--- src/rtl/dcache_mem_ctrl_pkg.sv ---
// Shared constants for the data-cache memory controller.
// Holds the default block-address and block-data widths and the controller state encoding.
// Ports: none (package only).
package dcache_mem_ctrl_pkg;

  localparam int DMEM_BLOCK_ADDR_SIZE = 8;
  localparam int DBLOCK_SIZE_BITS     = 32;

  typedef enum logic [2:0] {
    S_IDLE = 3'd0,
    S_WB   = 3'd1,
    S_GAP  = 3'd2,
    S_FILL = 3'd3,
    S_RESP = 3'd4
  } state_t;

endpackage

--- src/rtl/dcache_mem_ctrl.sv ---
// Data-cache miss/flush controller: optional victim writeback, then optional block fill.
// Latency: resp_valid one cycle after the completing mem_done/mem_ready; no-op request completes the cycle after accept.
// Backpressure: req_ready is high only in IDLE; memory strobes are held until mem_done (write) or mem_ready (read).
// Ports:
//   clock, reset                        - clock, async active-high reset
//   req_valid/req_ready, req_wb/req_fill,
//   req_wb_addr, req_fill_addr, req_wb_data - cache request side
//   resp_valid, resp_data               - completion pulse and fill data
//   mem_ren/mem_wen/mem_addr/mem_din    - memory command side
//   mem_ready/mem_done/mem_dout         - memory response side
module dcache_mem_ctrl
  import dcache_mem_ctrl_pkg::*;
#(
  parameter int ADDR_W  = DMEM_BLOCK_ADDR_SIZE,
  parameter int BLOCK_W = DBLOCK_SIZE_BITS
) (
  input  logic               clock,
  input  logic               reset,
  input  logic               req_valid,
  input  logic               req_wb,
  input  logic               req_fill,
  input  logic [ADDR_W-1:0]  req_wb_addr,
  input  logic [ADDR_W-1:0]  req_fill_addr,
  input  logic [BLOCK_W-1:0] req_wb_data,
  output logic               req_ready,
  output logic               resp_valid,
  output logic [BLOCK_W-1:0] resp_data,
  output logic               mem_ren,
  output logic               mem_wen,
  output logic [ADDR_W-1:0]  mem_addr,
  output logic [BLOCK_W-1:0] mem_din,
  input  logic               mem_ready,
  input  logic               mem_done,
  input  logic [BLOCK_W-1:0] mem_dout
);

  state_t             r_state;
  logic [ADDR_W-1:0]  r_wb_addr;
  logic [ADDR_W-1:0]  r_fill_addr;
  logic [BLOCK_W-1:0] r_wb_data;
  logic               r_req_wb;
  logic               r_req_fill;

  assign req_ready = (r_state == S_IDLE);

  always_ff @(posedge clock or posedge reset) begin
    if (reset) begin
      r_state     <= S_IDLE;
      r_wb_addr   <= '0;
      r_fill_addr <= '0;
      r_wb_data   <= '0;
      r_req_wb    <= 1'b0;
      r_req_fill  <= 1'b0;
      resp_valid  <= 1'b0;
      resp_data   <= '0;
      mem_ren     <= 1'b0;
      mem_wen     <= 1'b0;
      mem_addr    <= '0;
      mem_din     <= '0;
    end else begin
      // Completion is a single-cycle pulse; only the transitions into RESP raise it.
      resp_valid <= 1'b0;
      case (r_state)
        S_IDLE: begin
          if (req_valid) begin
            r_wb_addr   <= req_wb_addr;
            r_fill_addr <= req_fill_addr;
            r_wb_data   <= req_wb_data;
            r_req_wb    <= req_wb;
            r_req_fill  <= req_fill;
            // Strobes are registered, so the command is launched on the accept edge.
            if (req_wb) begin
              r_state  <= S_WB;
              mem_wen  <= 1'b1;
              mem_addr <= req_wb_addr;
              mem_din  <= req_wb_data;
            end else if (req_fill) begin
              r_state  <= S_FILL;
              mem_ren  <= 1'b1;
              mem_addr <= req_fill_addr;
            end else begin
              r_state    <= S_RESP;
              resp_valid <= 1'b1;
            end
          end
        end
        S_WB: begin
          // Re-assert from the latches: same values as launched, so the bus stays stable.
          mem_addr <= r_wb_addr;
          mem_din  <= r_wb_data;
          // mem_ready is meaningless here and deliberately not looked at.
          if (mem_done && r_req_wb) begin
            mem_wen <= 1'b0;
            if (r_req_fill) begin
              r_state <= S_GAP;
            end else begin
              r_state    <= S_RESP;
              resp_valid <= 1'b1;
            end
          end
        end
        S_GAP: begin
          // One dead cycle between the write and the read turnaround.
          r_state  <= S_FILL;
          mem_ren  <= 1'b1;
          mem_addr <= r_fill_addr;
        end
        S_FILL: begin
          mem_addr <= r_fill_addr;
          // mem_done is meaningless here and deliberately not looked at.
          if (mem_ready) begin
            resp_data  <= mem_dout;
            mem_ren    <= 1'b0;
            r_state    <= S_RESP;
            resp_valid <= 1'b1;
          end
        end
        S_RESP: begin
          r_state <= S_IDLE;
        end
        default: begin
          r_state <= S_IDLE;
          mem_ren <= 1'b0;
          mem_wen <= 1'b0;
        end
      endcase
    end
  end

endmodule

--- config.mk ---
export PLATFORM = sky130hd
export DESIGN_NAME = dcache_mem_ctrl
export DESIGN_NICKNAME = d
export VERILOG_FILES = /design/src/rtl/dcache_mem_ctrl_pkg.sv /design/src/rtl/dcache_mem_ctrl.sv
export SDC_FILE = /design/constraint.sdc
export NUM_CORES = 1
export LEC_CHECK = 0
export ABC_AREA = 1
export CELL_PAD_IN_SITES_DETAIL_PLACEMENT = 2
export CELL_PAD_IN_SITES_GLOBAL_PLACEMENT = 2
export CORE_AREA = 5 5 146 148
export DETAILED_ROUTE_END_ITERATION = 10
export DIE_AREA = 0 0 151 153
export HOLD_SLACK_MARGIN = 0.08
export PLACE_DENSITY = 0.94
export SETUP_SLACK_MARGIN = 0.05
export SYNTH_ARGS = -nofsm -noshare
export SYNTH_HDL_FRONTEND = slang
export SYNTH_SLANG_ARGS = --single-unit
--- constraint.sdc ---
create_clock -name clock -period 6.54 [get_ports clock]
set_clock_uncertainty 0.15 [all_clocks]
set_input_delay 0.981 -clock clock [delete_from_list [all_inputs] [get_ports clock]]
set_output_delay 0.981 -clock clock [all_outputs]
set_load 0.02 [all_outputs]
==> run summary <==
worst flop-to-flop path endpoint: mem_din[20]
Hold Path End: mem_addr[6]
status: complete, no violations
layout cell share with drive strength beyond 1: 0.0588
die width: 151 um
Final ANT Viol Nets: 0
core area: 19900 um2
Die Ht: 153 um
post-layout min period: 3450 ps
Critical Path End Type: flip-flop
Total GRT Usage: 0.183
initial core utilization: 0.285
critical path required time: 6750 ps
Leakage: 3.97 nW
Unique masters post-synth: 18
CP Cell Sequence: clkdlybuf4s50_1, inv_1, nor2_4, buf_4, nand2_2, nand2_2, nand2_1, nand2_1
IO Pins: 163
number of max-cap violations: 0
antenna violations before repair: 1
largest net degree at the start of global routing: 74
Startpoint Class: input port
Inserted Diodes: 0
Slew HR: 0.427
final hold vios: 0
Post-Synthesis Cells: 706
vias per cell: 4.67
clk slew on worst S/H paths: 60 ps
CTS tree: done
Reg-to-Reg Start: r_state[2]
Worst EP arrival: 3650 ps
Max IR drop VDD: 0.000198 V
Power Density: 540 nW/um2
RSZ-0062 raised after global routing: false
Layout area overhead: 43.8%
setup TNS: 0 ps
reg2reg setup slack: 3370 ps
clk buf depth: 2
hold_buf cts: 0
router iterations before antenna repair: 4
CP max stage delay: 740 ps
most frequent cells in the layout: nand2_1 (306), clkdlybuf4s50_1 (162), dfrtp_1 (128), nand3_1 (78), o21ai_0 (74)
worst-skew pair later-pin latency: 430 ps
critical path type: in2reg
sequential share of the synthesized area: 0.564
Slowest cell on crit path: nand2_2
WL/cell: 18.0 um
number of CTS-inserted buffers: 17
Total Wirelength: 20500 um
PortBufs: 162
Yosys reg bits: 128
reg2reg path depth: 8
DIE AREA: 23100 um2
Mapped Nets: 793
Fmax: 290 MHz
gr ovfl total: 0
global-route wire length before repair: 33300 um
CTS sink count: 128
Final Cycle Share: 0.527
commonest non-fill, non-tap cell in the layout: nand2_1
CP max FO: 50
vias in the first global route: 6156
Hold WC Path Type: reg2reg
mapped cell area: 5680 um2
Final #Nets: 941
HPWL Detailed: 13700 um
Yosys warnings: 0
synthesized area per cell: 8.05 um2
max-slew violations: 0
number of vias in the routed layout: 5313
Site Rows: 52
root buf cell: clkbuf_16
Hold Startpoint: mem_addr[6]
Routability Congestion: 0.767
Slew @ Worst Pin: 857 ps
Post-CTS Setup Inserts: 0
DRC: 0
total power: 4.41 mW
Final setup viols: 0
hold depth: 2
initial drt markers: 129
H-Tree Depth: 4
CP startpoint: req_valid
post_cts resized: 0
## per-layer routing
layer / vias to the layer above / GRT usage / wire, um
met5: - / 0 / 20
met2: 150 / 0.308 / 10200
met3: 23 / 0.0725 / 1650
met4: 2 / 0.0527 / 299
met1: 2623 / 0.215 / 8310
li1: 2515 / - / -
## kinds of logic (layout without fill, tap and decap cells)
| group | after synthesis | after routing | synth area share |
|---|---|---|---|
| AO/OA/AOI/OAI | 86 | 86 | 0.0771 |
| buffers and inverters | 93 | 254 | 0.0705 |
| flip-flops | 128 | 128 | 0.564 |
| AND/OR/NAND/NOR | 399 | 399 | 0.289 |
## state kept, by name, summed over array words and instances (netlist names)
register	cells
mem_addr	8
mem_din	32
mem_ren	1
mem_wen	1
r_fill_addr	8
r_req_fill	1
r_req_wb	1
r_state	3
r_wb_addr	8
r_wb_data	32
resp_data	32
resp_valid	1
## stage by stage
stage,std cells,hold slack [ps],setup WS (ps),util,instance area (um2)
detailed placement,1105,312,2620,0.376,7490
finish,1137,320,3090,0.410,8170
global placement,1105,302,2730,0.376,7490
CTS,1137,326,3030,0.410,8170
global route,1137,353,2820,0.410,8170
floorplan,706,292,2000,-,5680
## critical path, delay by kind of cell
kind / cells / cell delay [ps]
buffers and inverters: 3 / 960
and+or+nand+nor: 5 / 1680
## synthesized netlist by cell type
cell | n | area share
inv_2 | 4 | 0.0026
buf_4 | 6 | 0.0079
nor2_2 | 1 | 0.0011
inv_1 | 50 | 0.033
nand2_2 | 4 | 0.0044
nand3_1 | 78 | 0.069
inv_4 | 1 | 0.0011
nor2_1 | 5 | 0.0033
dfrtp_1 | 128 | 0.56
nand4_1 | 1 | 0.0011
clkbuf_1 | 11 | 0.0073
nor2_4 | 4 | 0.0079
o21ai_1 | 9 | 0.0079
o21ai_0 | 74 | 0.065
buf_2 | 20 | 0.018
o211ai_1 | 3 | 0.0040
clkbuf_2 | 1 | 0.00088
nand2_1 | 306 | 0.20
## layout make-up
cell class / instances / area, um2
Clock inverter: 13 / 235
Inverter: 55 / 214
Multi-Input combinational cell: 485 / 2080
Sequential cell: 128 / 3200
Clock buffer: 19 / 443
Tap cell: 270 / 338
Fill cell: 2254 / 11700
Timing Repair Buffer: 167 / 1660
## report_power, final
part | switching, mW | internal, mW | leakage (nW)
clock network | 0.377 | 0.727 | 0.323
logic | 1.19 | 0.720 | 2.05
registers | 0.225 | 1.17 | 1.60
total | 1.80 | 2.62 | 3.97
## worst max-delay path by stage
stage / to / slack [ps] / depth (start not counted)
3_3_place_gp: mem_din[16] / 2730 / 8
4_1_cts: mem_din[20] / 3030 / 8
3_5_place_dp: mem_din[21] / 2620 / 8
5_1_grt: mem_din[20] / 2820 / 8
2_1_floorplan: mem_addr[0] / 2000 / 1
6_report: mem_din[20] / 3090 / 8
Note: power is estimated with default switching activity, not from simulation.
